### config.mk
export PLATFORM = sky130hd
export DESIGN_NAME = fir_xifu_ctrl
export DESIGN_NICKNAME = d
export VERILOG_FILES = /design/src/rtl/fir_xifu_ctrl.sv
export SDC_FILE = /design/constraint.sdc
export NUM_CORES = 1
export LEC_CHECK = 0
export ABC_AREA = 1
export CAP_MARGIN = 20
export CORE_MARGIN = 2
export CORE_UTILIZATION = 50
export DETAILED_ROUTE_END_ITERATION = 7
export PLACE_DENSITY = 0.95
export RECOVER_POWER = 100
export SLEW_MARGIN = 30
export SYNTH_ARGS = -nofsm -noshare
export SYNTH_HDL_FRONTEND = slang
export SYNTH_SLANG_ARGS = --single-unit
### constraint.sdc
create_clock -name clk_i -period 9.12 [get_ports clk_i]
set_input_delay 1.824 -clock clk_i [delete_from_list [all_inputs] [get_ports clk_i]]
set_output_delay 1.824 -clock clk_i [all_outputs]
set_load 0.05 [all_outputs]
### src/rtl/fir_xifu_ctrl.sv
// FIR XIFU instruction-ID scoreboard and controller.
// Each X-interface instruction ID owns one slot that walks
// FREE -> ISSUED -> COMMITTED/KILLED -> FREE. The slot states are decoded
// into the per-ID vectors seen by EX (commit permission) and WB (issued,
// committed and killed). Illegal handshakes raise a sticky error flag and
// leave the affected slot untouched.
module fir_xifu_ctrl #(
  parameter int unsigned X_ID_WIDTH = 4,
  parameter int unsigned X_ID_MAX   = 2**X_ID_WIDTH
) (
  input  logic                  clk_i,
  input  logic                  rst_ni,
  input  logic                  issue_valid_i,
  input  logic [X_ID_WIDTH-1:0] issue_id_i,
  output logic                  issue_ready_o,
  input  logic                  commit_valid_i,
  input  logic [X_ID_WIDTH-1:0] commit_id_i,
  input  logic                  commit_kill_i,
  input  logic [X_ID_MAX-1:0]   clear_i,
  output logic [X_ID_MAX-1:0]   ex_commit_o,
  output logic [X_ID_MAX-1:0]   wb_issue_o,
  output logic [X_ID_MAX-1:0]   wb_commit_o,
  output logic [X_ID_MAX-1:0]   wb_kill_o,
  output logic                  busy_o,
  output logic [X_ID_WIDTH:0]   outstanding_o,
  output logic                  err_o
);

  localparam logic [1:0] ST_FREE      = 2'd0;
  localparam logic [1:0] ST_ISSUED    = 2'd1;
  localparam logic [1:0] ST_COMMITTED = 2'd2;
  localparam logic [1:0] ST_KILLED    = 2'd3;

  logic [1:0]          state_q [X_ID_MAX];
  logic [1:0]          state_d [X_ID_MAX];
  logic [X_ID_MAX-1:0] err_slot;
  logic                err_q;
  logic                err_d;
  logic                issue_hit;
  logic                commit_hit;
  logic                clear_hit;
  logic [1:0]          commit_target;

  // An issue is only accepted when the addressed slot is free; a busy slot
  // simply stalls the ID stage, which holds the request.
  assign issue_ready_o = (state_q[issue_id_i] == ST_FREE);

  // The resolved state a commit handshake moves a slot into.
  assign commit_target = commit_kill_i ? ST_KILLED : ST_COMMITTED;

  // Per-slot next state and per-slot protocol-violation detection.
  always_comb begin
    issue_hit  = 1'b0;
    commit_hit = 1'b0;
    clear_hit  = 1'b0;
    for (int i = 0; i < X_ID_MAX; i++) begin
      state_d[i]  = state_q[i];
      err_slot[i] = 1'b0;
      issue_hit   = issue_valid_i && (issue_id_i == X_ID_WIDTH'(i)) &&
                    (state_q[i] == ST_FREE);
      commit_hit  = commit_valid_i && (commit_id_i == X_ID_WIDTH'(i));
      clear_hit   = clear_i[i];
      case (state_q[i])
        ST_FREE: begin
          if (issue_hit) begin
            // A commit arriving together with the issue resolves the slot
            // straight away; the instruction never sits in ISSUED.
            state_d[i] = commit_hit ? commit_target : ST_ISSUED;
          end else if (commit_hit) begin
            err_slot[i] = 1'b1;
          end
          // Clearing a free slot is illegal; any accepted issue still lands.
          if (clear_hit) begin
            err_slot[i] = 1'b1;
          end
        end
        ST_ISSUED: begin
          if (commit_hit) begin
            state_d[i] = commit_target;
          end
          // WB must not retire an instruction that has not been resolved.
          if (clear_hit) begin
            err_slot[i] = 1'b1;
          end
        end
        default: begin
          // COMMITTED or KILLED: waiting for the WB clear.
          if (commit_hit) begin
            err_slot[i] = 1'b1;
          end
          if (clear_hit) begin
            state_d[i] = ST_FREE;
          end
        end
      endcase
    end
  end

  // Error flag is sticky until reset.
  assign err_d = err_q | (|err_slot);

  // Slot state registers; reset drops every in-flight ID at once.
  always_ff @(posedge clk_i or negedge rst_ni) begin
    if (!rst_ni) begin
      for (int i = 0; i < X_ID_MAX; i++) begin
        state_q[i] <= ST_FREE;
      end
    end else begin
      for (int i = 0; i < X_ID_MAX; i++) begin
        state_q[i] <= state_d[i];
      end
    end
  end

  // Sticky protocol-error register.
  always_ff @(posedge clk_i or negedge rst_ni) begin
    if (!rst_ni) begin
      err_q <= 1'b0;
    end else begin
      err_q <= err_d;
    end
  end

  // Decode the registered slot states into the EX/WB vectors.
  always_comb begin
    wb_issue_o  = '0;
    wb_commit_o = '0;
    wb_kill_o   = '0;
    for (int i = 0; i < X_ID_MAX; i++) begin
      wb_issue_o[i]  = (state_q[i] != ST_FREE);
      wb_commit_o[i] = (state_q[i] == ST_COMMITTED);
      wb_kill_o[i]   = (state_q[i] == ST_KILLED);
    end
  end

  // EX may retire exactly the committed IDs.
  assign ex_commit_o = wb_commit_o;

  // Count of occupied slots; X_ID_WIDTH+1 bits so a full table fits.
  always_comb begin
    outstanding_o = '0;
    for (int i = 0; i < X_ID_MAX; i++) begin
      outstanding_o = outstanding_o + {{X_ID_WIDTH{1'b0}}, wb_issue_o[i]};
    end
  end

  assign busy_o = (outstanding_o != '0);
  assign err_o  = err_q;

endmodule

==> Word-level counts from Yosys, hierarchy flattened <==
Cells that the tools add are included.
{ "classes": {"n_eq_ne": 110, "n_addsub": 15, "reduce_logical": 117, "mul": 0, "n_div": 0, "shifts": 0, "magnitude_cmp": 1, "bitwise_logic": 2, "mux": 164} }
{ "op_table": {"columns": ["cell", "n"], "rows": [
  ["two-way mux 2 bit", 66],
  ["two-way mux 1 bit", 65],
  ["equality test 2 bit (second input constant)", 32],
  ["equality test 4 bit (second input constant)", 16],
  ["case mux 2 bit (2 select lines)", 16],
  ["adder 5 x 1 -> 5 bit", 11],
  ["logical AND 1 bit", 48],
  ["AND reduction 3 bit", 16],
  ["nonzero test 3 bit", 16],
  ["zero test 2 bit", 17],
  ["!= test 2 bit (second input constant)", 17],
  ["equality test 2 x 1 -> 1 bit (second input constant)", 16],
  ["equality test 4 x 3 -> 1 bit (second input constant)", 8],
  ["case mux 1 bit (2 select lines)", 16],
  ["nonzero test 2 bit", 16],
  ["!= test 2 x 1 -> 1 bit (second input constant)", 15],
  ["equality test 4 x 2 -> 1 bit (second input constant)", 4],
  ["OR reduction 16 bit", 1],
  ["binary-select mux 2 bit (select 4 bit)", 1],
  ["equality test 4 x 1 -> 1 bit (second input constant)", 2],
  ["zero test 4 bit", 2],
  ["adder 4 x 1 -> 5 bit", 1],
  [">= comparator 5 bit (second input constant)", 1],
  ["inverter 4 -> 5 bit", 1],
  ["5 further kinds", 5]
]} }
{ "totals": {"input_bits": 29, "output_inout_bits": 72, "mem_count": 0, "romBits": 0, "reg_bits": 33, "latchBits": 0, "ram_bits": 0} }

==> Depth between registers and ports, before layout <==
Gate-level depths: netlist of the first run.
{ "depth": {"ltp_word": 17, "depth_mapped": 16, "ltp_nobuf": 16} }

==> Worst setup path after synthesis of the first run <==
No wires, ideal clock.
{ "synth_path": {"path_kind": "register to output", "from": "register state_q[16] in the netlist's numbering", "to": "output busy_o", "slack_ns": 2.455, "t_arrival_ns": 4.841, "path_stages_with_launch": 16, "path_buffers": 0, "path_cell_list": "dfrtp_1 nor2_1 inv_1 fa_1 fa_1 fa_1 inv_1 fa_1 inv_1 ha_1 fa_1 nand2_1 inv_1 nor2_1 nor4_1 nand2_1"} }
{ "synth_between": {"elab_chain_cells": 11} }
{ "synth_rtl": {"columns": ["item", "line_no", "text"], "rows": [
  ["from (decl)", "34", "logic [1:0] state_q [X_ID_MAX];"],
  ["from (signal, indexed assignment)", "110", "state_q[i] <= state_d[i];"],
  ["nonzero test 2 bit", "130", "wb_issue_o[i] = (state_q[i] != ST_FREE);"],
  ["named net wb_issue_o[7]", "21", "output logic [X_ID_MAX-1:0] wb_issue_o,"],
  ["adder 5 x 1 -> 5 bit (9 in series)", "143", "outstanding_o = outstanding_o + {{X_ID_WIDTH{1'b0}}, wb_issue_o[i]};"],
  ["named net outstanding_o[2]", "25", "output logic [X_ID_WIDTH:0] outstanding_o,"],
  ["nonzero test 5 bit", "147", "assign busy_o = (outstanding_o != '0);"],
  ["to (decl)", "24", "output logic busy_o,"]
]} }
The timed path passes the listed nets, and every way through them passes these cells.

==> Worst setup path in the final report of the first run <==
{ "layout_path": {"from": "register state_q[30] in the netlist's numbering", "to": "output busy_o"} }
{ "layout_between": {"elab_chain_cells": 17} }
{ "layout_rtl": {"columns": ["item", "line_no"], "rows": [
  ["nonzero test 2 bit", "130"],
  ["adder 1 x 1 -> 2 bit", "143"],
  ["adder 2 x 1 -> 3 bit", "143"],
  ["adder 3 x 1 -> 4 bit", "143"],
  ["adder 4 x 1 -> 5 bit", "143"],
  ["adder 5 x 1 -> 5 bit (11 in series)", "143"],
  ["nonzero test 5 bit", "147"]
]} }
No other way between the ends.

==> results of run 1 <==
state kept, by name, summed over array words and instances, names as in the netlist:
name and count:
state_q 32, err_o 1
critical path, stage by stage (launching register included):
cell	delay [ns]
dfrtp_1	0.41
nor2_1	0.27
inv_1	0.13
fa_1	0.52
fa_1	0.52
fa_1	0.56
inv_1	0.06
fa_1	0.50
inv_1	0.05
ha_1	0.22
fa_1	0.39
nand2_1	0.08
inv_1	0.04
nor2_1	0.13
nor4_1	0.07
nand2_1	0.07
dlygate4sd3_1	0.90
routing by layer:
| metal | up-vias | wire length [µm] | global-route usage, % |
|---|---|---|---|
| li1 | 1646 | - | - |
| met4 | 0 | 345 | 12.4 |
| met1 | 1573 | 3530 | 34.7 |
| met5 | - | 0 | 0 |
| met2 | 207 | 4410 | 49.8 |
| met3 | 35 | 859 | 6.00 |
through the flow:
| stage | worst slack, ns | hold slack (ns) | instances |
|---|---|---|---|
| after detailed placement | 2.54 | 0.521 | 631 |
| after floorplan | 2.46 | 0.494 | 476 |
| after global placement | 2.69 | 0.511 | 631 |
| after global routing | 1.87 | 0.565 | 639 |
| after CTS | 2.14 | 0.539 | 639 |
| final | 2.09 | 0.540 | 639 |
area by class of cell:
cell class	instances	area, µm²	area share [%]
clock buffer	7	86.3	2.14
multi-input combinational	321	1600	39.8
clock inverter	1	30.0	0.745
timing repair buffer	101	1000	24.9
sequential	33	826	20.5
tap	72	90.1	2.24
inverter	104	390	9.69
cells by family (layout without fill, tap and decap cells):
| family | Yosys count | count (layout) |
|---|---|---|
| XOR/XNOR | 1 | 1 |
| flip-flops | 33 | 33 |
| buffers and inverters | 122 | 213 |
| AO/OA/AOI/OAI | 82 | 82 |
| AND/OR/NAND/NOR | 223 | 223 |
| adder cells (fa/ha/maj) | 15 | 15 |
cells in the mapped netlist:
cell / n
nor2_2: 1
o22a_1: 1
nor2_1: 71
nand2_1: 129
or2_2: 2
fa_1: 10
inv_1: 104
o21ai_0: 52
o311ai_1: 2
o22ai_1: 16
o211ai_1: 2
o32ai_1: 1
nor3_2: 1
o21ai_1: 2
a2bb2oi_1: 2
a21oi_1: 3
nor3_1: 2
nand3_1: 15
nor4_1: 1
xor2_1: 1
buf_4: 16
dfrtp_1: 33
buf_2: 1
clkbuf_1: 1
ha_1: 5
nand4_1: 1
o21bai_1: 1
worst max path at each step:
stage                     endpoint  slack [ns]  cells after the start
final                       busy_o        2.09                     16
after floorplan             busy_o        2.46                     15
after global routing        busy_o        1.87                     16
after global placement      busy_o        2.69                     16
after CTS                   busy_o        2.14                     16
after detailed placement    busy_o        2.54                     16
==> results.json, run 1 <==
{
  "nFillCells": 441,
  "maxSlewViolCount": 34,
  "vias_per_cell": 5.42,
  "cts_root_buffer": "clkbuf_8",
  "cts.clk_slew.worst_paths_ns": 0.07,
  "post_cts_buffers": 0,
  "drc_errors": 0,
  "grt.total_usage_pct": 28.8,
  "tritoncts": "built",
  "grt_max_degree": 34,
  "yosys.area.top_type": "dfrtp_1",
  "antenna_left": 0,
  "min_from": "state_q[2]",
  "area_delta_synth_final_pct": 36.4,
  "syn_avg_cell_area_um2": 6.21,
  "antenna_cells": 0,
  "core_region_area_um2": 5610,
  "cap_violations": 1,
  "clock_sinks": 33,
  "num_vias": 3461,
  "nets": 610,
  "drive_gt1_share_pct": 1.59,
  "io_buffers": 100,
  "antenna_found_initial": 0,
  "startpoint": "state_q[30]",
  "hpwl_um": 7300,
  "crit_required_ns": 7.30,
  "gp_congestion": 1.01,
  "yosysWarnings": 0,
  "synth_top_cell_area_share_pct": 28.0,
  "avgRoutedWirePerCell_um": 14.3,
  "outcome": "finished, violations left",
  "synth_area_leaders": "dfrtp_1 28%, nand2_1 16%, inv_1 13%, nor2_1 9.0%, o21ai_0 8.8%",
  "relSlewSlack_pct": -26.2,
  "die_h_um": 80.9,
  "r2r-end": "state_q[18]",
  "layout_commonest_cell": "nand2_1",
  "synth_top_family_by_area": "simple AND/OR/NAND/NOR gates",
  "muxShareOfSynthArea_pct": 0,
  "clockBufferDepth": 2,
  "drt_iter0_drc": 325,
  "synth_area_um2": 2950,
  "first_pass_iters": 5,
  "min_path_cells": 2,
  "syn_inst": 476,
  "worstPathArrival_ns": 5.20,
  "min_path_type": "reg -> reg",
  "finalSetupTns_ns": 0,
  "rsz0062_at_grt": "false",
  "startpoint_type": "flip-flop",
  "final_cell_mix": "129 x nand2_1, 104 x inv_1, 76 x dlygate4sd3_1",
  "row_count": 27,
  "synth_compound_area_share_pct": 15.6,
  "crit_fanout": 4,
  "yosys.area_share.simple_pct": 29.7,
  "worstMarginPinSlew_ns": 1.89,
  "yosysSeqAreaShare_pct": 28.0,
  "critPathKind": "reg -> out",
  "ff2ff_path_depth": 6,
  "clk_latency_ns": 0.29,
  "initial_utilization_pct": 52.7,
  "cts_inserted_buffers": 5,
  "ios": 101,
  "skew_ns": 0.0121,
  "die_w_um": 80.9,
  "max_freq_mhz": 142,
  "cts_resized": 0,
  "ys_ff_latch": 33,
  "hold_viol_final": 0,
  "design_area_um2": 4030,
  "synthesis.nets": 520,
  "first_global_vias": 3172,
  "drt-total-wl_um": 9140,
  "overflow": 0,
  "die_area_um2": 6540,
  "post-route-period-util_pct": 77.0,
  "synth.distinct_cells": 27,
  "postCtsHoldBufs": 0,
  "setup_viol": 0,
  "fin_crit_ns": 7.03,
  "synth-xor-area-share_pct": 0.296,
  "violations": "capacitance limit, slew limit",
  "post_dp_cell_area_um2": 3920,
  "r2r_start": "state_q[18]",
  "postLayoutCoreUtil_pct": 71.8,
  "cp-end-kind": "output port",
  "htreeDepth": 2,
  "grt_first_pass_wirelength_um": 14400,
  "rrSetupSlack_ns": 7.49,
  "synthAdderAreaFrac_pct": 8.89,
  "min_to": "state_q[2]"
}
Power of run 1 is not shown: default switching activity piles up to over one toggle a cycle in this logic, so the estimate is an artifact.
==> inputs of run 2 (changes only) <==
- CORE_UTILIZATION: 50 -> 47
- PLACE_DENSITY: 0.95 -> 0.94
- clock period: 9.12 -> 6.8 ns (I/O delays scaled with it)
==> run 2 against run 1 <==
Global-route usage is 2.9 points lower. Non-clock buffer count did not move. Register-to-register slack got worse by 2.3 ns. The flow still finishes with violations (capacitance limit, slew limit). Worst setup slack lost 1.8 ns. Via count shrank 0.49%. Clock skew is 0.0072 ns lower. Cell area is 0.28% lower.
==> results.json, run 2 (synthesized netlist as in run 1, its figures left out) <==
{
  "relSlewSlack_pct": -23.1,
  "critPathKind": "reg -> out",
  "avgRoutedWirePerCell_um": 13.9,
  "cp-end-kind": "output port",
  "drc_errors": 0,
  "first_global_vias": 3222,
  "io_buffers": 100,
  "r2r_start": "state_q[18]",
  "antenna_left": 0,
  "tritoncts": "built",
  "crit_family": "adder cells",
  "cpPeakStageDelay_ns": 0.76,
  "drt-total-wl_um": 8950,
  "violations": "capacitance limit, slew limit",
  "design_area_um2": 4020,
  "ios": 101,
  "cp_num_buf_inv": 6,
  "holdWs_ns": 0.537,
  "drive_gt1_share_pct": 1.76,
  "ff2ff_path_depth": 6,
  "nFillCells": 506,
  "min_path_type": "reg -> reg",
  "slowest_stage": "dlygate4sd3_1",
  "min_path_cells": 2,
  "rrSetupSlack_ns": 5.17,
  "r2r-end": "state_q[18]",
  "max_freq_mhz": 153,
  "postLayoutCoreUtil_pct": 67.1,
  "post_dp_cell_area_um2": 3930,
  "drt_iter0_drc": 329,
  "startpoint": "state_q[16]",
  "post_cts_buffers": 0,
  "hold_viol_final": 0,
  "num_vias": 3444,
  "crit_required_ns": 5.44,
  "die_w_um": 83.3,
  "initial_utilization_pct": 49.3,
  "startpoint_type": "flip-flop",
  "cap_violations": 1,
  "crit_chain": "nor2_1, inv_1, fa_1, fa_1, fa_1, inv_1, fa_1, inv_1, ha_1, fa_1, nand2_1, inv_1, o21ai_0, inv_1, dlygate4sd3_1",
  "grt.total_usage_pct": 25.9,
  "rsz0062_at_grt": "false",
  "worstMarginPinSlew_ns": 1.85,
  "die_h_um": 83.3,
  "hpwl_um": 7210,
  "top_register": "state_q",
  "cts_inserted_buffers": 5,
  "outcome": "finished, violations left",
  "row_count": 28,
  "clock_sinks": 33,
  "skew_ns": 0.00494,
  "grt_max_degree": 34,
  "die_area_um2": 6940,
  "setup_viol": 0,
  "core_region_area_um2": 5990,
  "cts_root_buffer": "clkbuf_8",
  "htreeDepth": 2,
  "crit_fanout": 5,
  "clk_latency_ns": 0.30,
  "final_cell_mix": "129 x nand2_1, 104 x inv_1, 76 x dlygate4sd3_1",
  "antenna_cells": 0,
  "antenna_found_initial": 0,
  "postCtsHoldBufs": 0,
  "nets": 610,
  "worstPathArrival_ns": 5.17,
  "layout_commonest_cell": "nand2_1",
  "overflow": 0,
  "gp_congestion": 0.944,
  "path_depth": 15,
  "fin_crit_ns": 6.53,
  "min_to": "state_q[0]",
  "cts.clk_slew.worst_paths_ns": 0.07,
  "first_pass_iters": 6,
  "maxSlewViolCount": 34,
  "clockBufferDepth": 2,
  "largest_register_ffs": 32,
  "post-route-period-util_pct": 96.1,
  "min_from": "state_q[0]",
  "finalSetupTns_ns": 0,
  "area_delta_synth_final_pct": 36.0,
  "vias_per_cell": 5.36,
  "grt_first_pass_wirelength_um": 14500,
  "cts_resized": 0
}
## run 2: layout make-up
cell class,count,area [µm²],share of cell area [%]
multi-input cells,321,1600,39.9
repair buffers,101,1000,25.0
flip-flops and latches,33,826,20.6
inverters,104,390,9.72
clock buffers,7,96.3,2.40
well taps,75,93.8,2.34
clock inverters,1,5.00,0.125
## run 2: worst max-delay path by stage
stage	end	slack [ns]
after floorplan	busy_o	0.60
after global placement	busy_o	0.83
after detailed placement	busy_o	0.65
after CTS	busy_o	0.31
after global routing	busy_o	0.02
final	outstanding_o[4]	0.27
## run 2: worst register-to-register path, stage by stage, from the launching register on
cell and delay [ns]:
dfrtp_1 0.42, nor2_1 0.45, o21ai_0 0.23, nand2_1 0.13, nor2_1 0.06, nand2_1 0.05, o311ai_0 0.15
## run 2: per-layer routing
layer,vias up,wire (µm),global-route usage (%)
met2,228,4180,44.4
met1,1531,3530,30.3
met3,47,808,6.36
li1,1638,-,-
met5,-,0,0
met4,0,428,12.4
## run 2: stage by stage
stage / worst slack, ns / std cells
2_1_floorplan: 0.599 / 476
3_3_place_gp: 0.826 / 634
3_5_place_dp: 0.647 / 634
4_1_cts: 0.311 / 642
5_1_grt: 0.0173 / 642
6_report: 0.265 / 642
Power of run 2 is left out for the same reason.
==> inputs of run 3 (changes only) <==
- CAP_MARGIN: 20 -> default
==> results of run 3 <==
Final layout, timing and power as in run 2 (identical DEF).
Power of run 3 is left out for the same reason.
